==> src/rtl/mem_access_stage.sv <==
// mem_access_stage: pipeline MEM stage driving a req/ack data memory port,
// with store lane steering, load extraction/extension and a stall request.
module mem_access_stage #(
    parameter int DATA_WIDTH = 32,
    parameter int ADDR_WIDTH = 32
) (
    input  logic                  clk,
    input  logic                  rst_n,
    input  logic                  flush,
    input  logic                  valid_in,
    input  logic                  mem_read,
    input  logic                  mem_write,
    input  logic [1:0]            mem_size,
    input  logic                  mem_unsigned,
    input  logic [DATA_WIDTH-1:0] alu_result,
    input  logic [DATA_WIDTH-1:0] store_data,
    input  logic                  reg_wb_in,
    output logic                  reg_wb_out,
    output logic [DATA_WIDTH-1:0] data_out,
    output logic                  stall_req,
    output logic                  misaligned_exc,
    output logic                  dmem_req,
    output logic                  dmem_we,
    output logic [ADDR_WIDTH-1:0] dmem_addr,
    output logic [3:0]            dmem_be,
    output logic [DATA_WIDTH-1:0] dmem_wdata,
    input  logic [DATA_WIDTH-1:0] dmem_rdata,
    input  logic                  dmem_ack
);
    typedef enum logic [1:0] {IDLE, BUSY, DONE} state_t;

    state_t                state_q, state_d;
    logic                  killed_q, killed_d;
    logic [DATA_WIDTH-1:0] result_q, result_d;
    logic                  req_q, req_d;
    logic                  we_q, we_d;
    logic [ADDR_WIDTH-1:0] addr_q, addr_d;
    logic [3:0]            be_q, be_d;
    logic [DATA_WIDTH-1:0] wdata_q, wdata_d;
    logic [1:0]            off_q, off_d;
    logic [1:0]            size_q, size_d;
    logic                  uns_q, uns_d;

    logic                  live, memop, is_store, sz_byte, sz_half;
    logic                  misaligned, issue, drop;
    logic [3:0]            be_st;
    logic [DATA_WIDTH-1:0] wdata_st;
    logic [7:0]            ld_b;
    logic [15:0]           ld_h;
    logic [DATA_WIDTH-1:0] ld_val;

    // valid_in is masked during reset so every combinational output reads 0
    always_comb begin
        live           = valid_in & rst_n;
        memop          = live & (mem_read | mem_write);
        is_store       = mem_write & ~mem_read;
        sz_byte        = mem_size == 2'd0;
        sz_half        = mem_size == 2'd1;
        misaligned     = memop & (sz_half ? alu_result[0] : ~sz_byte & (alu_result[1:0] != 2'b00));
        issue          = (state_q == IDLE) & memop & ~misaligned & ~flush;
        drop           = killed_q | flush;
        misaligned_exc = (state_q == IDLE) & misaligned & ~flush;
        stall_req      = issue | (state_q == BUSY);
        reg_wb_out     = (state_q == IDLE) ? live & reg_wb_in & ~flush & ~memop
                                           : (state_q == DONE) & reg_wb_in & ~flush;
        data_out       = (state_q == IDLE) ? ((memop | ~rst_n) ? '0 : alu_result)
                                           : (state_q == DONE) ? result_q : '0;
        be_st          = sz_byte ? 4'b0001 << alu_result[1:0]
                                 : sz_half ? (alu_result[1] ? 4'b1100 : 4'b0011) : 4'b1111;
        wdata_st       = sz_byte ? {4{store_data[7:0]}}
                                 : sz_half ? {2{store_data[15:0]}} : store_data;
        ld_b           = dmem_rdata[{off_q, 3'b000} +: 8];
        ld_h           = off_q[1] ? dmem_rdata[31:16] : dmem_rdata[15:0];
        ld_val         = (size_q == 2'd0) ? {{24{~uns_q & ld_b[7]}}, ld_b}
                       : (size_q == 2'd1) ? {{16{~uns_q & ld_h[15]}}, ld_h} : dmem_rdata;
    end

    always_comb begin
        state_d  = state_q;
        killed_d = killed_q;
        result_d = result_q;
        req_d    = req_q;
        we_d     = we_q;
        addr_d   = addr_q;
        be_d     = be_q;
        wdata_d  = wdata_q;
        off_d    = off_q;
        size_d   = size_q;
        uns_d    = uns_q;
        case (state_q)
            IDLE: if (issue) begin
                state_d = BUSY;
                req_d   = 1'b1;
                we_d    = is_store;
                addr_d  = {alu_result[ADDR_WIDTH-1:2], 2'b00};
                be_d    = is_store ? be_st : 4'b0000;
                wdata_d = wdata_st;
                off_d   = alu_result[1:0];
                size_d  = mem_size;
                uns_d   = mem_unsigned;
            end
            // a flushed request still has to see its ack before the bus is free
            BUSY: begin
                killed_d = drop;
                if (dmem_ack) begin
                    req_d    = 1'b0;
                    we_d     = 1'b0;
                    killed_d = 1'b0;
                    state_d  = drop ? IDLE : DONE;
                    result_d = drop ? result_q : we_q ? '0 : ld_val;
                end
            end
            default: state_d = IDLE;
        endcase
    end

    always_ff @(posedge clk or negedge rst_n) begin
        if (!rst_n) begin
            state_q  <= IDLE;
            killed_q <= 1'b0;
            result_q <= '0;
            req_q    <= 1'b0;
            we_q     <= 1'b0;
            addr_q   <= '0;
            be_q     <= '0;
            wdata_q  <= '0;
            off_q    <= '0;
            size_q   <= '0;
            uns_q    <= 1'b0;
        end else begin
            state_q  <= state_d;
            killed_q <= killed_d;
            result_q <= result_d;
            req_q    <= req_d;
            we_q     <= we_d;
            addr_q   <= addr_d;
            be_q     <= be_d;
            wdata_q  <= wdata_d;
            off_q    <= off_d;
            size_q   <= size_d;
            uns_q    <= uns_d;
        end
    end

    assign dmem_req   = req_q;
    assign dmem_we    = we_q;
    assign dmem_addr  = addr_q;
    assign dmem_be    = be_q;
    assign dmem_wdata = wdata_q;
endmodule

==> config.mk <==
export PLATFORM = sky130hd
export DESIGN_NAME = mem_access_stage
export DESIGN_NICKNAME = d
export VERILOG_FILES = /design/src/rtl/mem_access_stage.sv
export SDC_FILE = /design/constraint.sdc
export NUM_CORES = 1
export LEC_CHECK = 0
export CAP_MARGIN = 0
export CORE_MARGIN = 4
export CORE_UTILIZATION = 40
export DETAILED_ROUTE_END_ITERATION = 16
export PLACE_DENSITY = 0.77
export SYNTH_ARGS = -nofsm -noshare
export SYNTH_HDL_FRONTEND = slang
export SYNTH_SLANG_ARGS = --single-unit
==> constraint.sdc <==
create_clock -name clk -period 1.7 [get_ports clk]
set_input_delay 0.34 -clock clk [delete_from_list [all_inputs] [get_ports clk]]
set_output_delay 0.34 -clock clk [all_outputs]
set_load 0.02 [all_outputs]
==> flow_summary_export.csv, run 1 <==
group,metric,value,unit
timing,max_clock_freq,489.3,MHz
clock_network,clk_latency,370,ps
clock_network,clock-sinks,108,
route,wl,20410,um
route,dr.pass1.iters,5,
cells_and_area,final_core_utilization,68.39,%
cells_and_area,drive_above_1_share,28.24,%
timing,tightestPinTransition,657.4,ps
critical_path,critPathSlowestCell,"dfrtp_1",
yosys,yosysTopAreaCell,"dfrtp_1",
critical_path,cp_max_fo,16,
critical_path,crit_type,"reg2out",
timing,maxSlewHeadroom,56.17,%
critical_path,critPathLaunchType,"flip-flop",
clock_network,cts.clk_slew.worst_paths,80,ps
clock_network,cts-buffers-inserted,9,
place,port_buffers,209,
yosys,synthTopCellsByArea,"dfrtp_1, mux2_2, a22o_1",
cells_and_area,syn_to_final_growth,66.08,%
critical_path,crit_family,"flip-flops",
global_route,grt_antenna_before_repair,0,
floorplan,die-area,15680,um^2
global_route,grt_pass1_wl,30960,um
route,routed_via_density,5.519,
timing,drv_slew,0,
floorplan,die_y,125.2,um
critical_path,crit_path_max_incr_delay,420,ps
flow_run,max_cap_violations,0,
route,route.detailed.drc,0,
critical_path,required,1360,ps
global_route,grt_use_total,25.14,%
timing,rsz0062_at_grt,"true",
clock_network,cts_tree,"done",
critical_path,worstPathCellList,"nor2_4, nand2_2, nor2_4, buf_4, buf_12, a22o_1, buf_6",
yosys,synthFlopType,"dfrtp_1",
timing,finalCritPeriodShare,120.2,%
cells_and_area,multiInputGateArea,2705,um^2
yosys,yosys.area.top_type_share,49.17,%
yosys,syn_area_per_cell,10.78,um^2
yosys,ys_async_sr_fraction,100.0,%
cells_and_area,ff_latch_area,2703,um^2
power,powerDensity,1136,nW/um^2
hold_path,hp-class,"in2async",
timing,fin_worst_skew,13.42,ps
route,vias,5232,
place,place_congestion,0.8462,
run_status,failed_checks,"setup timing",
clock_network,clock_path_buffers,2,
run_status,status,"complete, but fails checks",
global_route,grt_pass1_vias,5612,
route,antenna_left,0,
cells_and_area,nFillCells,1010,
global_route,grt_max_degree,69,
floorplan,die_width,125.2,um
yosys,synth_edf_count,0,
yosys,netlist_area,5497,um^2
critical_path,cp.arrival,1700,ps
route,drtIter0Drc,290,
place,hpwl,13450,um
floorplan,initial_core_util,41.18,%
critical_path,path_buf_inv,3,
floorplan,design.core.area,13350,um^2
route,routedWlPerCell,21.53,um
global_route,overflow,0,
power,power,10370,uW
power,p_leak,0.004586,uW
cells_and_area,nNetsFinal,874,
cells_and_area,final_cells,948,
yosys,yosys.cell_types.count,41,
yosys,yosysWarningCount,0,
clock_network,htreeDepth,3,
yosys,ys_seq_area_share,49.17,%
critical_path,cp-end-kind,"primary output",
floorplan,io_pins,212,
timing,setup_viol,67,
place,dp.cells,912,
timing,hold_violations,0,
clock_network,cts-root-buf,"clkbuf_16",
power,ir_drop,834.4,uV
floorplan,placementRows,42,
cells_and_area,antenna_cells,0,
timing,period_needed,2044,ps
critical_path,critPathMostFrequentCell,"nor2_4",
yosys,synth_cells,510,
timing,worst_slack,-343.9,ps
yosys,ys_ff_latch,108,
[repair_timing]
action | 4_1_cts | 5_1_grt
buffers inserted | 18 | 2
endpoints found under the hold margin | 9 | 0
gates resized for setup | 274 | 57
endpoints found under the setup margin | 130 | 149
pin swaps | 16 | 14
gates cloned | 8 | 3
hold buffers | 1 | 0
[worst register-to-register path, cell delays in order, from the launching register on]
cell	delay, ps
dfrtp_1	420
buf_4	160
buf_6	120
nand3b_1	170
or3_4	400
buf_8	170
bufbuf_16	270
nand2_2	60
o31ai_2	60
[metrics by stage]
stage / cell area, um^2 / setup WS (ps) / setup TNS (ps) / hold slack, ps
6_report: 9129 / -343.9 / -15760 / 201.7
5_1_grt: 9129 / -421.1 / -19670 / 230.9
4_1_cts: 8895 / -311.5 / -12930 / 189.3
3_5_place_dp: 8117 / -873.6 / -88530 / 330.3
3_3_place_gp: 8117 / -810.4 / -81490 / 319.0
2_1_floorplan: 5518 / 0.2983 / 0 / 44.41
[cells in the final DEF, fill, tap and decap left out, types with 7 or more instances in the layout]
master	n
clkdlybuf4s50_1	113
dfrtp_1	108
buf_4	65
nand2_1	54
a22o_1	40
dlymetal6s2s_1	40
mux2_2	35
buf_6	34
o21ai_0	27
mux2i_1	26
nor2b_1	24
a21oi_1	20
dlygate4sd2_1	20
o22ai_1	15
nor2_1	14
clkbuf_16	12
o21ai_2	11
inv_1	11
nor3_1	8
o31ai_1	8
mux2_4	7
mux4_2	7
a221o_1	7
buf_16	7
[cell type report]
type	instances	share of cell area, %
clock buffer	9	2.467
clock inverter	7	1.165
inverter	13	0.5894
multi-input combinational	345	29.63
sequential	108	29.61
tap	176	2.412
timing repair buffer	290	34.13
[path summary, 6_finish.rpt]
check,startpoint,endpoint,slack [ps],depth (start not counted)
worst min-delay path,rst_n,state_q[0],200,3
min in group clk,dmem_wdata[11],dmem_wdata[11],480,2
worst max-delay path,state_q[1],data_out[7],-340,7
worst max register to register,state_q[1],result_q[3],-250,8
max in group asynchronous,rst_n,dmem_wdata[11],470,4
worst min register to register,dmem_wdata[11],dmem_wdata[11],480,2
[synthesized netlist by cell type, drive strengths merged, types with 9 or more instances]
cell and number:
a21oi 20, a22o 40, buf 18, clkbuf 28, dfrtp 108, inv 12
mux2 42, mux2i 26, nand2 59, nor2 17, nor2b 25, nor3 9
o21ai 44, o22ai 15, o31ai 11
[routing by layer]
metal	track usage [%]	share of wire [%]	vias to the layer above
li1	-	-	2370
met1	29.67	40	2587
met2	42.90	50	234
met3	8.699	7.8	41
met4	8.610	2.7	0
met5	0	0	-
[sequential cells by signal, indices dropped and copies added (netlist names)]
name,flops
dmem_wdata,32
dmem_req,1
size_q,2
dmem_be,4
off_q,2
dmem_we,1
state_q,2
result_q,32
dmem_addr,30
killed_q,1
uns_q,1
[kinds of logic (layout without fill, tap and decap cells)]
group / count (synthesis) / in the layout / share of synthesized area, %
compound gates: 146 / 146 / 18.51
mux: 75 / 75 / 16.69
flops: 108 / 108 / 49.17
buf+inv: 59 / 319 / 4.985
simple gates: 121 / 122 / 10.59
other cells: 1 / 2 / 0.06822
[power by group]
| group | switching, uW | internal, uW | total (uW) |
|---|---|---|---|
| logic | 2010 | 2070 | 4080 |
| registers | 530 | 3360 | 3890 |
| clock network | 1070 | 1320 | 2390 |
(Power assumes the default switching activity.)
==> run 2, diff against run 1 <==
Settings changed: CELL_PAD_IN_SITES_DETAIL_PLACEMENT set to 1, CELL_PAD_IN_SITES_GLOBAL_PLACEMENT set to 1, CORE_UTILIZATION 40 to 30, PLACE_DENSITY 0.77 to unset, PLACE_DENSITY_LB_ADDON set to 0.1.
==> run 2 against run 1 <==
Net effect:
- the flow still finishes with violations (setup timing)
- maximum frequency down 4.2%
- core utilization down 16 points
- setup slack worse by 90 ps
- first-iteration DRC count fell by 24%
- critical path depth decreased by 2
- final area grew 3.6%
- register-to-register slack got worse by 30 ps
- hold slack got worse by 120 ps
- critical path type unchanged
- largest cell class unchanged
==> flow_summary_export.csv, run 2 (synthesis results as in run 1) <==
group,metric,value,unit
timing,drv_slew,0,
timing,worst_slack,-434.0,ps
timing,fin_worst_skew,5.839,ps
power,power,10320,uW
floorplan,die_y,143.4,um
critical_path,worstPathCellList,"buf_4, nor2b_4, bufbuf_16, a22o_1, buf_2",
critical_path,worst_r2r_endpoint,"result_q[13]",
cells_and_area,design_area,9459,um^2
global_route,grt_use_total,22.66,%
cells_and_area,final_cells,1016,
global_route,overflow,0,
clock_network,clk_latency,350,ps
floorplan,die-area,20550,um^2
cells_and_area,final_common_cell,"clkdlybuf4s50_1",
floorplan,io_pins,212,
floorplan,die_width,143.4,um
power,powerDensity,1091,nW/um^2
flow_run,max_cap_violations,0,
cells_and_area,final_core_utilization,52.66,%
clock_network,cts.clk_slew.worst_paths,80,ps
critical_path,r2r-start,"state_q[0]",
timing,finalCritPeriodShare,125.5,%
clock_network,cts-root-buf,"clkbuf_16",
clock_network,ctsHoldBuffers,0,
route,drtIter0Drc,219,
floorplan,design.core.area,17960,um^2
cells_and_area,syn_to_final_growth,72.09,%
timing,hold_violations,0,
route,dr.pass1.iters,6,
place,hpwl,15050,um
floorplan,initial_core_util,30.60,%
run_status,status,"complete, but fails checks",
timing,holdWs,80.98,ps
critical_path,crit_path_end,"data_out[13]",
cells_and_area,drive_above_1_share,32.15,%
clock_network,cts_tree,"done",
cells_and_area,final_cell_mix,"clkdlybuf4s50_1, dfrtp_1, buf_4",
place,dp.cells,967,
clock_network,clock_path_buffers,2,
timing,maxSlewHeadroom,56.89,%
timing,tightestPinTransition,646.7,ps
place,place_congestion,0.7964,
power,p_leak,0.004556,uW
clock_network,clock-sinks,108,
route,vias,5366,
global_route,grt_pass1_wl,34920,um
timing,max_clock_freq,468.6,MHz
route,routed_via_density,5.281,
critical_path,critPathSlowestCell,"dfrtp_1",
clock_network,htreeDepth,3,
place,dpl_cell_area,8223,um^2
clock_network,cts-buffers-inserted,9,
hold_path,hp-class,"in2async",
critical_path,critPathLaunchType,"flip-flop",
timing,setup_viol,80,
route,route.detailed.drc,0,
critical_path,required,1360,ps
critical_path,crit_path_max_incr_delay,420,ps
critical_path,crit_type,"reg2out",
critical_path,cp-end-kind,"primary output",
global_route,grt_pass1_vias,5819,
timing,rsz0062_at_grt,"true",
floorplan,placementRows,49,
route,wl,23650,um
global_route,grt_max_degree,48,
route,routedWlPerCell,23.28,um
global_route,grt_antenna_before_repair,3,
cells_and_area,nNetsFinal,889,
place,port_buffers,209,
cells_and_area,antenna_cells,0,
critical_path,rrSetupSlack,-280,ps
critical_path,cp.arrival,1790,ps
power,ir_drop,640.7,uV
timing,period_needed,2134,ps
critical_path,cp_max_fo,8,
run_status,failed_checks,"setup timing",
route,antenna_left,0,
critical_path,rr_worst_depth,9,
critical_path,startpoint,"state_q[0]",
==> run 2: how the worst min path moves through the flow <==
| stage | cells after the start | start | endpoint |
|---|---|---|---|
| global placement | 2 | dmem_wdata[26] | dmem_wdata[26] |
| floorplan | 0 | rst_n | dmem_addr[10] |
| CTS | 2 | rst_n | dmem_addr[29] |
| global route | 2 | rst_n | result_q[22] |
| finish | 2 | rst_n | result_q[22] |
| detailed placement | 2 | rst_n | dmem_addr[29] |
==> run 2: cell type report <==
class	count	area, um^2
clock inverters	7	58.81
inverters	13	53.80
clock buffers	9	225.2
flip-flops and latches	108	2703
repair buffers	305	3279
multi-input cells	345	2853
well taps	229	286.5
fillers	1921	8504
==> run 2: routing by layer <==
metal | track usage, % | vias to the layer above | part of all wire, %
li1 | - | 2401 | -
met1 | 26.91 | 2732 | 39
met2 | 40.78 | 187 | 52
met3 | 4.925 | 40 | 6.8
met4 | 7.433 | 6 | 2.1
met5 | 0 | - | 0.17
==> run 2: timing repair <==
action / CTS / global route
endpoints found under the hold margin: 0 / 0
pin swaps: 23 / 28
resized for setup: 294 / 81
buffers inserted: 17 / 6
cloned: 15 / 1
setup endpoints to repair: 144 / 157
==> run 2: worst max-delay path: cells and delay by family, from the launching register on <==
kind,cells,cell delay [ps]
and+or+nand+nor,1,220
DFF,1,420
AOI/OAI and AO/OA,1,140
buffers and inverters,3,660
==> run 2: per-stage QoR <==
stage | setup TNS, ps | setup slack, ps
finish | -20240 | -434.0
global route | -26440 | -506.4
CTS | -19450 | -447.7
detailed placement | -74300 | -854.2
global placement | -69830 | -795.1
floorplan | 0 | 0.2983
==> run 2: report_power, final <==
group          total (uW)  switching [uW]  internal [uW]
Sequential           3930             563           3360
Combinational        4320            2150           2170
Clock                2070            1050           1020
